**src/rtl/pipe_pkg.sv**
```systemverilog
// pipe_pkg: shared state encoding and default widths for the pipeline stage register.
package pipe_pkg;
  localparam int DATA_W_DEF = 32;
  localparam int CTRL_W_DEF = 8;
  typedef enum logic [1:0] {EMPTY = 2'd0, HALF = 2'd1, FULL = 2'd2} state_t;
endpackage

```
**src/rtl/pipe_slot.sv**
```systemverilog
// pipe_slot: one {data, ctrl} holding register; clr zeroes only the ctrl field.
module pipe_slot #(
  parameter int DATA_W = 32,
  parameter int CTRL_W = 8
) (
  input  logic                     clk,
  input  logic                     rst,
  input  logic                     load,
  input  logic                     clr,
  input  logic [DATA_W+CTRL_W-1:0] d,
  output logic [DATA_W+CTRL_W-1:0] q
);
  logic [DATA_W+CTRL_W-1:0] r_q;
  always_ff @(posedge clk or negedge rst)
    if (!rst) r_q <= '0;
    else if (clr) r_q[CTRL_W-1:0] <= '0;
    else if (load) r_q <= d;
  assign q = r_q;
endmodule

```
**src/rtl/pipe_stage_reg.sv**
```systemverilog
// pipe_stage_reg: two-slot (main + skid) valid/ready pipeline register with flush.
module pipe_stage_reg
  import pipe_pkg::*;
#(
  parameter int DATA_W = DATA_W_DEF,
  parameter int CTRL_W = CTRL_W_DEF
) (
  input  logic              clk,
  input  logic              rst,
  input  logic              in_valid,
  output logic              in_ready,
  input  logic [DATA_W-1:0] in_data,
  input  logic [CTRL_W-1:0] in_ctrl,
  input  logic              flush,
  output logic              out_valid,
  input  logic              out_ready,
  output logic [DATA_W-1:0] out_data,
  output logic [CTRL_W-1:0] out_ctrl,
  output logic [1:0]        occupancy
);
  state_t r_state, w_next;
  logic r_in_ready;
  logic w_in_xfer, w_out_xfer, w_main_ld, w_skid_ld;
  logic [DATA_W+CTRL_W-1:0] w_in_word, w_main_d, w_main_q, w_skid_q;
  assign w_in_word  = {in_data, in_ctrl};
  assign w_in_xfer  = in_valid & r_in_ready;
  assign w_out_xfer = out_valid & out_ready;
  assign w_main_d   = (r_state == FULL) ? w_skid_q : w_in_word;
  always_comb begin
    w_next    = r_state;
    w_main_ld = 1'b0;
    w_skid_ld = 1'b0;
    case (r_state)
      EMPTY: begin
        w_next    = w_in_xfer ? HALF : EMPTY;
        w_main_ld = w_in_xfer;
      end
      HALF: begin
        w_next    = w_in_xfer ? (out_ready ? HALF : FULL) : (w_out_xfer ? EMPTY : HALF);
        w_main_ld = w_in_xfer & out_ready;
        w_skid_ld = w_in_xfer & ~out_ready;
      end
      FULL: begin
        w_next    = w_out_xfer ? HALF : FULL;
        w_main_ld = w_out_xfer;
      end
      default: w_next = EMPTY;
    endcase
    if (flush) begin
      w_next    = EMPTY;
      w_main_ld = 1'b0;
      w_skid_ld = 1'b0;
    end
  end
  // in_ready is derived from the next state so it never sees out_ready combinationally
  always_ff @(posedge clk or negedge rst)
    if (!rst) begin
      r_state    <= EMPTY;
      r_in_ready <= 1'b0;
    end else begin
      r_state    <= w_next;
      r_in_ready <= (w_next != FULL);
    end
  pipe_slot #(.DATA_W(DATA_W), .CTRL_W(CTRL_W)) u_main (
    .clk(clk), .rst(rst), .load(w_main_ld), .clr(flush), .d(w_main_d), .q(w_main_q)
  );
  pipe_slot #(.DATA_W(DATA_W), .CTRL_W(CTRL_W)) u_skid (
    .clk(clk), .rst(rst), .load(w_skid_ld), .clr(flush), .d(w_in_word), .q(w_skid_q)
  );
  assign in_ready  = r_in_ready;
  assign out_valid = (r_state != EMPTY);
  assign out_data  = w_main_q[DATA_W+CTRL_W-1:CTRL_W];
  assign out_ctrl  = out_valid ? w_main_q[CTRL_W-1:0] : '0;
  assign occupancy = r_state;
endmodule

```
**config.mk**
```make
export PLATFORM = sky130hd
export DESIGN_NAME = pipe_stage_reg
export DESIGN_NICKNAME = d
export VERILOG_FILES = /design/src/rtl/pipe_pkg.sv /design/src/rtl/pipe_slot.sv /design/src/rtl/pipe_stage_reg.sv
export SDC_FILE = /design/constraint.sdc
export NUM_CORES = 1
export LEC_CHECK = 0
export ABC_CLOCK_PERIOD_IN_PS = 1300
export BUFFER_PORTS_ARGS = -buffer_cell sky130_fd_sc_hd__buf_2
export CAP_MARGIN = 20
export CORE_AREA = 2 2 105 107
export CTS_BUF_LIST = sky130_fd_sc_hd__clkbuf_8
export DETAILED_ROUTE_END_ITERATION = 7
export DIE_AREA = 0 0 107 109
export SLEW_MARGIN = 25
export SYNTH_ARGS = -nofsm -noshare
export SYNTH_HDL_FRONTEND = slang
export SYNTH_SLANG_ARGS = --single-unit
```
**constraint.sdc**
```tcl
create_clock -name clk -period 1.3 [get_ports clk]
set_input_delay 0.26 -clock clk [delete_from_list [all_inputs] [get_ports clk]]
set_output_delay 0.26 -clock clk [all_outputs]
set_load 0.03 [all_outputs]
```
Word-level counts from Yosys, hierarchy flattened
Cells that the tools add are included.
- flip-flop bits (word level): 83
- word-level logic and storage cells: 38
- mux-type cells: 17
- reductions and logical operators: 6
- bitwise logic cells: 6
- equality and inequality tests: 3
- operators by type and width (kind ; count):
    2-to-1 mux 40 bit ; 1
    2-to-1 mux 8 bit ; 5
    2-to-1 mux 2 bit ; 4
    case mux 2 bit (3 select lines) ; 1
    nonzero test 2 bit ; 3
    2-to-1 mux 1 bit ; 5
    AND 1 bit ; 4
    AND reduction 2 bit ; 2
    case mux 1 bit (3 select lines) ; 1
    equality test 2 x 1 -> 1 bit (second input constant) ; 1
    equality test 2 bit (second input constant) ; 1
    logical NOT 2 bit ; 1
    inequality test 2 bit (second input constant) ; 1
    NOT 1 bit ; 2

Logic depth before layout (Yosys ltp)
Gate-level depths: netlist of run 1.
- depth in word-level cells: 7
- mapped depth: 6
- gate-level depth less buffers: 4

Hierarchy
From an unflattened synthesis of run 1, not the netlist that was laid out.
- cell total of the unflattened synthesis: 264
- area total of the unflattened synthesis: 4270.3 µm²
- modules (own cells, without submodules) (module ; cells each ; times used ; area each (µm²) ; seq. area each (µm²)):
    pipe_slot ; 95 ; 2 ; 1691.6 ; 1001.0
    pipe_stage_reg ; 74 ; 1 ; 887.1 ; 75.1

Least setup slack after synthesis of run 1
No wires, ideal clock.
- path kind: flip-flop to flip-flop
- start point: reg r_state[1] (netlist: occupancy[1])
- end point: reg u_skid.r_q[10] (netlist: u_skid.q[10])
- required time: 1.175 ns
- clock period less this slack: 1.661 ns
- setup slack: -0.361 ns
- buffers on the path: 2
- stages on the path, launching flop included: 6
- arrival time: 1.537 ns
- cells stage by stage: dfrtp_1 -> and3b_1 -> buf_6 -> nand3_2 -> buf_2 -> mux2_2
- cells in the longest elaborated chain, start to end: 4
- ends and longest elaborated chain (element ; line ; source):
    start: declaration ; pipe_stage_reg.sv:21 ; state_t r_state, w_next;
    start signal: assignment ; pipe_stage_reg.sv:61 ; r_state <= w_next;
    equality test 2 x 1 -> 1 bit ; pipe_stage_reg.sv:33 ; case (r_state)
    2-to-1 mux 1 bit ; pipe_stage_reg.sv:33 ;
    2-to-1 mux 1 bit ; pipe_stage_reg.sv:49 ; if (flush) begin
    AND reduction 2 bit (no line) ; n/a ;
    end signal: assignment ; pipe_slot.sv:15 ; if (!rst) r_q <= '0;
    end signal: indexed assignment ; pipe_slot.sv:16 ; else if (clr) r_q[CTRL_W-1:0] <= '0;
    end signal: assignment ; pipe_slot.sv:17 ; else if (load) r_q <= d;
    end: declaration ; pipe_slot.sv:13 ; logic [DATA_W+CTRL_W-1:0] r_q;
Every way passes these cells.
A chain may end at the register's enable or synchronous reset.

Worst setup path in the final report of run 1
- start point: reg r_state[1] (netlist: occupancy[1])
- end point: out out_ctrl[2]
- cells in the longest elaborated chain, start to end: 2
- ends and longest elaborated chain (element ; line ; source):
    nonzero test 2 bit ; pipe_stage_reg.sv:71 ; assign out_valid = (r_state != EMPTY);
    2-to-1 mux 8 bit ; pipe_stage_reg.sv:73 ; assign out_ctrl = out_valid ? w_main_q[CTRL_W-1:0] : '0;
    end: declaration ; pipe_stage_reg.sv:18 ; output logic [CTRL_W-1:0] out_ctrl,
Every way passes these cells.

==> out/qor.csv, run 1 <==
stage;metric;value;unit
logic_synthesis;yosys.area_share.simple;0.07168;
outcome;failed_checks;setup timing;
logic_synthesis;yosys_most_used_dff;dfrtp_1;
cts;cts.sinks;83;
timing;fin_crit;1644;ps
cts;htreeDepth;3;
worst_setup_path;critPathMostFrequentCell;buf_6;
die;die_area;11660;sq um
run;drv_cap;0;
worst_setup_path;crit_chain;buf_6 -> nor2_4 -> buf_6 -> nor2b_1 -> buf_4;
placed_design;place_area;4467;sq um
logic_synthesis;synth_warnings;0;
logic_synthesis;synth_cell_type_count;28;
cts;cts-root-buf;clkbuf_8;
cts;clk_latency;360;ps
logic_synthesis;syn_area;3980;sq um
hold_path;worstHoldEndpoint;occupancy[0];
logic_synthesis;syn_nets;365;
worst_setup_path;critPathBufInv;3;
worst_setup_path;worst_ep_arrival_time;1380;ps
die;io_pins;89;
placed_design;dp_hpwl;5093;microns
timing;finalCritPeriodShare;1.265;
detailed_routing;avgRoutedWirePerCell;17.09;microns
detailed_routing;antenna_left;0;
timing;layout_setup_ws;-344.5;ps
hold_path;min_delay_path_depth;2;
timing;rsz0062_at_grt;yes;
worst_setup_path;start_kind;register;
timing;worstMarginPinSlew;476.6;ps
logic_synthesis;ys_async_sr_fraction;1.000;
global_routing;grt_pass1_vias;2919;
pwr;ir_drop;0.5539;mV
die;die_w;107;microns
global_routing;grt.total_usage;0.1757;
logic_synthesis;synth-edff-count;0;
timing;timing.final.hold_violations;0;
global_routing;grt_pass1_wl;15340;microns
detailed_routing;wl;9761;microns
timing;fmax;608.1;MHz
worst_setup_path;critical_path.max_stage_delay;410;ps
cells_and_area;final_core_util;0.5481;
cells_and_area;diodes;0;
timing;report.final.setup_viol;94;
placed_design;io_buffers;88;
die;rows;38;
cells_and_area;drive_above_1_share;0.6821;
cts;clock_path_buffers;2;
cells_and_area;syn_to_final_growth;46.02;%
global_routing;grt_remaining_overflow;0;
logic_synthesis;synthCells;320;
logic_synthesis;synthMuxAreaShare;0.1911;
outcome;status;complete, but fails checks;
logic_synthesis;yosysSeqAreaShare;0.5218;
worst_setup_path;cp_max_fo;5;
timing;finClkSkew;10.58;ps
cts;numCtsBuffers;9;
cells_and_area;fin_nets;472;
detailed_routing;dr.pass1.iters;4;
worst_setup_path;r2r_setup_slack;-300;ps
global_routing;grt_max_degree;84;
detailed_routing;first_iter_violations;61;
hold_path;hold_class;in -> reg;
hold_path;hp-start;flush;
cts;path_clk_slew;80;ps
die;start_util;0.3754;
detailed_routing;drc;0;
placed_design;place_congestion;0.7124;
die;core_area;10600;sq um
logic_synthesis;synth_top_family_by_area;multiplexers;
logic_synthesis;synth_fa_ha_area_frac;0;
logic_synthesis;synth_compound_area_frac;0.1147;
cells_and_area;finalInstanceArea;5812;sq um
die;die_h;109;microns
worst_setup_path;reg2regPathDepth;8;
worst_setup_path;cp-end-kind;output pin;
timing;max_slew_margin;0.6823;
pwr;powerDensity;1304;nW/um^2
worst_setup_path;regToRegStartpoint;occupancy[1];
detailed_routing;via_per_inst;4.813;
cts;cts_tree;done;
worst_setup_path;critPathKind;reg -> out;
timing;drv_slew;0;
logic_synthesis;synth-xor-area-share;0.002201;
pwr;power_leakage;2.701;nW
worst_setup_path;required;1040;ps
global_routing;antenna_found_initial;0;
worst_setup_path;r2r-end;u_main.q[19];
worst_setup_path;path_delay_family;buffers and inverters;
worst_setup_path;slowest_stage;dfrtp_2;
detailed_routing;via_count;2748;
logic_synthesis;syn_avg_cell_area;12.44;sq um
logic_synthesis;ys_ff_latch;83;
## report_power, final
group / total, W / switching [W] / internal [W] / leakage, nW
clock network: 0.00188 / 0.000909 / 0.000966 / 0.108
logic: 0.00221 / 0.00112 / 0.00108 / 1.55
registers: 0.00350 / 0.000393 / 0.00311 / 1.04
total: 0.00758 / 0.00243 / 0.00515 / 2.70
## area by class of cell
| type | count | area (sq um) |
|---|---|---|
| clock buffer | 11 | 151.4 |
| clock inverter | 4 | 42.54 |
| fill | 877 | 4791 |
| inverter | 3 | 11.26 |
| multi-input combinational | 185 | 1914 |
| sequential | 83 | 2081 |
| tap | 140 | 175.2 |
| timing repair buffer | 145 | 1436 |
## worst register-to-register path, delay by kind of cell, from the launching register on
family | cells | cell delay [ps]
buf+inv | 4 | 590
flops | 1 | 410
simple gates | 2 | 290
compound gates | 2 | 220
## cell families (layout without fill, tap and decap cells)
logic type / Yosys count / after routing
multiplexers: 72 / 72
AO/OA/AOI/OAI: 53 / 53
XOR/XNOR: 1 / 1
buffers and inverters: 52 / 163
flip-flops: 83 / 83
AND/OR/NAND/NOR: 59 / 59
## flip-flops by register name (all words and copies together) (netlist names)
| signal | flops |
|---|---|
| u_main.q | 40 |
| u_skid.q | 40 |
| occupancy | 2 |
| in_ready | 1 |
## stage by stage
step | total power (W) | std cells | setup WS, ps | setup TNS [ps] | hold WS [ps]
5_1_grt | 0.007967 | 571 | -384.7 | -26730 | 123.5
3_5_place_dp | 0.005084 | 519 | -236.6 | -15830 | 337.3
3_3_place_gp | 0.005021 | 519 | -192.5 | -14180 | 330.5
4_1_cts | 0.007318 | 573 | -362.7 | -24460 | 102.7
6_report | 0.007580 | 571 | -344.5 | -22280 | 133.8
2_1_floorplan | 0.004818 | 320 | -239.9 | -16930 | -35.59
## cell usage in the layout, fill, tap and decap left out, types with 2 or more instances in the layout
master     synthesis  layout
buf_6              7      34
nor2b_1            9       3
nor2b_2            0       4
clkbuf_8           0      11
buf_4             33      11
mux2i_2            0      13
dfrtp_1           83      80
buf_8              1       2
buf_16             0      11
mux2i_4            0       4
nor2b_4            0       2
inv_2              0       2
nand2_1           39       9
a22o_1             8       8
mux2i_1           40      23
a21oi_2            0       2
buf_12             0       9
mux2_4             0       4
o21ai_2           32      32
nand2_2            2       3
mux2_2            32      28
o21ai_1            0       8
inv_1              3       3
nand2_4            0      29
dfrtp_2            0       3
buf_2              7      73
clkbuf_16          0       3
## worst max path at each step
stage | depth (start not counted) | slack (ps) | startpoint | to
floorplan | 4 | -240 | occupancy[0] | u_main.q[11]
CTS | 5 | -360 | occupancy[0] | out_ctrl[2]
detailed placement | 6 | -240 | occupancy[1] | u_main.q[25]
global route | 5 | -380 | occupancy[1] | out_ctrl[2]
finish | 5 | -340 | occupancy[1] | out_ctrl[2]
global placement | 4 | -190 | occupancy[1] | u_skid.q[27]
## metal layers
metal  global-route usage  part of all wire  vias to the layer above
li1                     -                 -                     1292
met1               0.2285              0.45                     1384
met4              0.07050             0.011                        0
met5                    0                 0                        -
met3              0.04304             0.036                       11
met2               0.2830              0.50                       61
## what timing repair did
action / CTS / global route
hold endpoints to repair: 83 / 0
hold buffers: 1 / 0
gates resized for setup: 88 / 89
pin swaps: 14 / 40
endpoints found under the setup margin: 95 / 95
gates cloned: 15 / 3
buffers inserted: 24 / 2
## synth_stat cells (all sizes together), types with 2 or more instances
cell type	count	area share
nor2	2	0.0019
mux2i	40	0.10
nor2b	9	0.014
o21ai	40	0.080
buf	48	0.095
inv	3	0.0028
a22o	8	0.018
a21oi	2	0.0025
nand2	41	0.040
mux2	32	0.091
dfrtp	83	0.52
(Power assumes the default switching activity.)
==> run 2, diff against run 1 <==
==> constraint.sdc (replaced) <==
create_clock -name clk -period 1.3 [get_ports clk]
set_input_delay 0.26 -clock clk [delete_from_list [all_inputs] [get_ports clk]]
set_output_delay 0.26 -clock clk [all_outputs]
set_load 0.05 [all_outputs]
==> run 2 against run 1 <==
Net effect: the flow still finishes with violations (setup timing); largest cell class unchanged; wire length decreased by 10%; via count shrank 3.8%; flip-flop and latch count stayed put; power up 0.21%; critical path type is now reg -> reg; global-route usage is 1.9 points lower; fmax up 0.88%; critical path depth is 4 higher; highest routed layer unchanged; utilization down 4.2 points; non-clock buffer count fell by 14; register-to-register slack worse by 30 ps; first-iteration DRC count is 18% higher.
==> out/qor.csv, run 2 (synthesis gave the netlist of run 1 again) <==
stage;metric;value;unit;change
die;start_util;0.3754;;unchanged
global_routing;grt_pass1_wl;13880;microns;was 15,340 microns
worst_setup_path;critPathKind;reg -> reg;;was reg -> out
worst_setup_path;regToRegStartpoint;occupancy[1];;unchanged
cells_and_area;final_common_cell;dfrtp_1;;unchanged
outcome;status;complete, but fails checks;;unchanged
detailed_routing;via_count;2644;;was 2,748
timing;worstMarginPinSlew;470.5;ps;was 476.6 ps
timing;layout_setup_ws;-330.1;ps;was -344.5 ps
cts;cts_tree;done;;unchanged
cells_and_area;mostFrequentLayoutCells;dfrtp_1 (80), buf_2 (69), mux2i_1 (40), o21ai_2 (36), buf_6 (23);;was dfrtp_1 (80), buf_2 (73), buf_6 (34), o21ai_2 (32), nand2_4 (29)
cts;path_clk_slew;80;ps;about the same
die;core_area;10600;sq um;unchanged
global_routing;grt.total_usage;0.1571;;was 0.1757
global_routing;antenna_found_initial;0;;unchanged
cells_and_area;fin_nets;458;;was 472
detailed_routing;first_iter_violations;72;;was 61
cells_and_area;finalInstanceArea;5363;sq um;was 5812 sq um
worst_setup_path;required;1550;ps;was 1040 ps
timing;fmax;613.5;MHz;was 608.1 MHz
cts;cts-root-buf;clkbuf_8;;unchanged
detailed_routing;drc;0;;unchanged
cells_and_area;drive_above_1_share;0.6220;;was 0.6821
hold_path;min_delay_path_depth;2;;unchanged
worst_setup_path;reg2regPathDepth;9;;was 8
timing;finClkSkew;9.232;ps;was 10.58 ps
worst_setup_path;crit_end;u_main.q[8];;was out_ctrl[2]
worst_setup_path;cp-end-kind;register;;was output pin
cts;numCtsBuffers;9;;unchanged
detailed_routing;avgRoutedWirePerCell;15.68;microns;was 17.09 microns
outcome;failed_checks;setup timing;;unchanged
worst_setup_path;r2r-end;u_main.q[8];;was u_main.q[19]
timing;rsz0062_at_grt;yes;;unchanged
cts;htreeDepth;3;;unchanged
detailed_routing;dr.pass1.iters;4;;unchanged
worst_setup_path;cp-startpoint;occupancy[1];;unchanged
die;die_w;107;microns;unchanged
placed_design;dp_hpwl;5228;microns;was 5093 microns
worst_setup_path;worst_ep_arrival_time;1880;ps;was 1380 ps
timing;max_slew_margin;0.6863;;was 0.6823
global_routing;grt_max_degree;82;;was 84
pwr;ir_drop;0.5825;mV;was 0.5539 mV
pwr;power_leakage;2.532;nW;was 2.701 nW
cells_and_area;diodes;0;;unchanged
hold_path;hold_class;in -> reg;;unchanged
cts;clock_path_buffers;2;;unchanged
cells_and_area;final_core_util;0.5058;;was 0.5481
cts;cts.sinks;83;;unchanged
pwr;powerDensity;1416;nW/um^2;was 1304 nW/um^2
worst_setup_path;start_kind;register;;unchanged
global_routing;grt_pass1_vias;2692;;was 2,919
die;die_area;11660;sq um;unchanged
die;rows;38;;unchanged
timing;tns;-24430;ps;was -22,280 ps
placed_design;place_congestion;0.7520;;was 0.7124
detailed_routing;antenna_left;0;;unchanged
cells_and_area;syn_to_final_growth;34.74;%;was 46.02%
detailed_routing;via_per_inst;4.738;;was 4.813
die;io_pins;89;;unchanged
cts;clk_latency;360;ps;about the same
timing;drv_slew;0;;unchanged
timing;finalCritPeriodShare;1.254;;was 1.265
timing;fin_crit;1630;ps;was 1644 ps
placed_design;dpl_worst_slack;-242.9;ps;was -236.6 ps
run;drv_cap;0;;unchanged
die;die_h;109;microns;unchanged
timing;timing.final.hold_violations;0;;unchanged
detailed_routing;wl;8749;microns;was 9761 microns
worst_setup_path;cp_max_fo;8;;was 5
global_routing;grt_remaining_overflow;0;;unchanged
placed_design;place_area;4603;sq um;was 4467 sq um
worst_setup_path;r2r_setup_slack;-330;ps;was -300 ps
timing;report.final.setup_viol;94;;unchanged
placed_design;io_buffers;88;;unchanged
==> run 2: cell count changes in the layout (fill, tap and decap cells not counted), sizes merged <==
| cell | change |
|---|---|
| buf | -16 |
| inv | +2 |
| clkbuf | +1 |
==> run 2: layer usage <==
layer | up-vias | GRT usage | wire [microns]
li1 | 1260 | - | -
met4 | 0 | 0.06215 | 145
met5 | - | 0 | 0
met2 | 55 | 0.2407 | 4114
met1 | 1319 | 0.2169 | 4131
met3 | 10 | 0.03586 | 358
==> run 2: worst max-delay path: stages (launching register included) <==
cell and delay [ps]:
dfrtp_2 410, buf_6 120, and3b_2 250, buf_6 110
a31oi_4 80, buf_12 180, buf_12 140, buf_16 130
nand2_2 50, o21ai_2 40
==> run 2: worst min-delay path by stage <==
stage	startpoint	to
floorplan	rst	in_ready
global placement	rst	u_skid.q[5]
detailed placement	rst	u_skid.q[5]
CTS	in_data[11]	u_skid.q[19]
global route	in_data[11]	u_skid.q[19]
finish	in_data[11]	u_skid.q[19]
==> run 2: final cells by class <==
class,count,area [sq um]
fill,921,5240
sequential,83,2081
multi-input combinational,185,1735
timing repair buffer,131,1172
tap,140,175.2
clock buffer,10,137.6
clock inverter,6,50.05
inverter,3,11.26
==> run 2: what timing repair did <==
item | CTS | global route
gates cloned | 7 | 1
pin swaps | 9 | 7
buffers inserted | 10 | 4
gates resized for setup | 63 | 33
hold endpoints to repair | 83 | 0
hold buffers | 1 | 0
endpoints found under the setup margin | 95 | 96
==> run 2: metrics by stage <==
step	cells	power, W	hold WS, ps
2_1_floorplan	320	0.005234	-35.59
3_3_place_gp	525	0.005464	57.28
3_5_place_dp	525	0.005530	60.81
4_1_cts	557	0.007602	132.9
5_1_grt	558	0.007968	132.6
6_report	558	0.007595	144.9
==> run 2: power by group <==
part	internal (W)	leakage, nW	switching [W]	total [W]
Clock	0.000911	0.111	0.000915	0.00183
Combinational	0.000979	1.38	0.00138	0.00236
Sequential	0.00310	1.04	0.000303	0.00341
Total	0.00500	2.53	0.00260	0.00760
==> run 3, diff against run 2 <==
--- a/config.mk
+++ b/config.mk
@@ -9,7 +9,6 @@
 export BUFFER_PORTS_ARGS = -buffer_cell sky130_fd_sc_hd__buf_2
 export CAP_MARGIN = 20
 export CORE_AREA = 2 2 105 107
-export CTS_BUF_LIST = sky130_fd_sc_hd__clkbuf_8
 export DETAILED_ROUTE_END_ITERATION = 7
 export DIE_AREA = 0 0 107 109
 export SLEW_MARGIN = 25
==> run 3 against run 2 <==
Net effect: the flow still finishes with violations (setup timing); global-route usage is the same; count of clock-buffer cells in the layout grew 4; hold slack gained 1.9 ps; flip-flop and latch count is the same; wire length is essentially flat; register-to-register slack is essentially flat; die area is the same; sequential share of layout area is the same; clock skew is essentially flat; via count grew 0.61%; critical path depth is the same.
==> out/qor.csv, run 3 (synthesis gave the netlist of run 1 again) <==
stage;metric;value;unit;change
global_routing;grt.total_usage;0.1571;;unchanged
pwr;internal_power;0.005027;W;was 0.004995 W
timing;rsz0062_at_grt;yes;;unchanged
timing;finalCritPeriodShare;1.255;;was 1.254
timing;fmax;613.2;MHz;was 613.5 MHz
placed_design;dpl_worst_slack;-242.9;ps;unchanged
cts;cts_tree;done;;unchanged
worst_setup_path;critPathKind;reg -> reg;;unchanged
outcome;status;complete, but fails checks;;unchanged
cells_and_area;final_common_cell;dfrtp_1;;unchanged
worst_setup_path;required;1550;ps;about the same
pwr;power_switching;0.002598;W;was 0.002600 W
global_routing;grt_remaining_overflow;0;;unchanged
cells_and_area;diodes;0;;unchanged
timing;worstMarginPinSlew;469.9;ps;was 470.5 ps
pwr;p_sw_frac;0.3407;;was 0.3423
pwr;power_leakage;2.515;nW;was 2.532 nW
cells_and_area;syn_to_final_growth;34.74;%;unchanged
placed_design;io_buffers;88;;unchanged
pwr;powerDensity;1422;nW/um^2;was 1416 nW/um^2
outcome;failed_checks;setup timing;;unchanged
die;start_util;0.3754;;unchanged
placed_design;place_congestion;0.7520;;unchanged
cells_and_area;mostFrequentLayoutCells;dfrtp_1 (80), buf_2 (69), mux2i_1 (40), o21ai_2 (36), buf_6 (23);;unchanged
timing;fin_crit;1631;ps;was 1630 ps
pwr;ir_drop;0.5869;mV;was 0.5825 mV
detailed_routing;via_per_inst;4.767;;was 4.738
detailed_routing;avgRoutedWirePerCell;15.69;microns;was 15.68 microns
placed_design;dp_hpwl;5228;microns;unchanged
timing;drv_slew;0;;unchanged
global_routing;grt_max_degree;82;;unchanged
pwr;pwr-share-seq;0.447;;was 0.449
cells_and_area;fin_nets;458;;unchanged
pwr;finalPower;0.007625;W;was 0.007595 W
timing;layout_setup_ws;-330.9;ps;was -330.1 ps
cts;path_clk_slew;80;ps;about the same
global_routing;grt_pass1_vias;2692;;unchanged
cts;cts-root-buf;clkbuf_8;;unchanged
detailed_routing;antenna_left;0;;unchanged
hold_path;hold_class;in -> reg;;unchanged
die;die_w;107;microns;unchanged
timing;finClkSkew;9.320;ps;was 9.232 ps
cts;numCtsBuffers;9;;unchanged
die;die_area;11660;sq um;unchanged
cts;clk_latency;360;ps;about the same
timing;max_slew_margin;0.6867;;was 0.6863
cts;htreeDepth;3;;unchanged
worst_setup_path;worst_ep_arrival_time;1880;ps;about the same
die;io_pins;89;;unchanged
run;drv_cap;0;;unchanged
die;die_h;109;microns;unchanged
worst_setup_path;cp-end-kind;register;;unchanged
die;core_area;10600;sq um;unchanged
detailed_routing;first_iter_violations;78;;was 72
timing;report.final.setup_viol;94;;unchanged
timing;timing.final.hold_violations;0;;unchanged
pwr;pwr-share-comb;0.310;;was 0.311
cts;clock_path_buffers;2;;unchanged
detailed_routing;wl;8757;microns;was 8749 microns
pwr;clockPowerShare;0.243;;was 0.240
cts;cts.sinks;83;;unchanged
die;rows;38;;unchanged
detailed_routing;dr.pass1.iters;4;;unchanged
detailed_routing;drc;0;;unchanged
cells_and_area;drive_above_1_share;0.6220;;unchanged
global_routing;grt_pass1_wl;13880;microns;unchanged
worst_setup_path;cp_max_fo;8;;unchanged
detailed_routing;via_count;2660;;was 2,644
global_routing;antenna_found_initial;0;;unchanged
worst_setup_path;start_kind;register;;unchanged
run 3: changes by cell type in the layout (fill, tap and decap cells not counted), sizes merged:
cell,change
clkbuf,+4
inv,-4
run 3: power by group through the flow:
stage          Sequential (W)  Clock [W]  Combinational, W
2_1_floorplan         0.00337          0           0.00187
3_3_place_gp          0.00340          0           0.00207
3_5_place_dp          0.00343          0           0.00210
4_1_cts               0.00338    0.00189           0.00236
5_1_grt               0.00347    0.00202           0.00251
6_report              0.00341    0.00186           0.00236
run 3: final cells by class:
type / instances / area, sq um
fill: 921 / 5240
sequential: 83 / 2081
multi-input combinational: 185 / 1735
timing repair buffer: 131 / 1172
tap: 140 / 175.2
clock buffer: 14 / 152.6
clock inverter: 2 / 35.03
inverter: 3 / 11.26
run 3: per-layer routing:
layer | track usage | part of all wire | vias to the layer above
met5 | 0 | 0 | -
met4 | 0.06215 | 0.016 | 0
met3 | 0.03586 | 0.040 | 10
met2 | 0.2407 | 0.47 | 53
met1 | 0.2169 | 0.47 | 1335
li1 | - | - | 1262
run 3: stage by stage:
| step | instance area [sq um] | std cells | hold WS [ps] | setup TNS (ps) | utilization |
|---|---|---|---|---|---|
| final | 5363 | 558 | 146.9 | -24410 | 0.5058 |
| after global routing | 5363 | 558 | 132.6 | -30650 | 0.5058 |
| after CTS | 5294 | 557 | 132.9 | -26580 | 0.4993 |
| after detailed placement | 4603 | 525 | 60.81 | -14620 | 0.4342 |
| after global placement | 4603 | 525 | 57.28 | -12110 | 0.4342 |
| after floorplan | 4136 | 320 | -35.59 | -25970 | - |
run 3: worst paths after layout:
check	startpoint	end	slack (ps)	cells after the start
worst max-delay path	occupancy[1]	u_main.q[8]	-330	9
worst min-delay path	in_data[11]	u_skid.q[19]	150	2
worst max register to register	occupancy[1]	u_main.q[8]	-330	9
worst min register to register	u_main.q[36]	u_main.q[36]	480	2
max in group asynchronous	rst	occupancy[1]	400	3
min in group asynchronous	rst	u_skid.q[4]	230	2
run 3: worst max-delay path: stages, from the launching register on:
cell	delay [ps]
dfrtp_2	410
buf_6	120
and3b_2	250
buf_6	110
a31oi_4	80
buf_12	180
buf_12	140
buf_16	130
nand2_2	50
o21ai_2	40
run 3: repair_timing:
action,in CTS,in global routing
hold endpoints to repair,83,0
pin swaps,9,7
buffers inserted,10,4
gates cloned,7,1
setup endpoints to repair,95,96
gates resized for setup,63,33
hold buffers,1,0
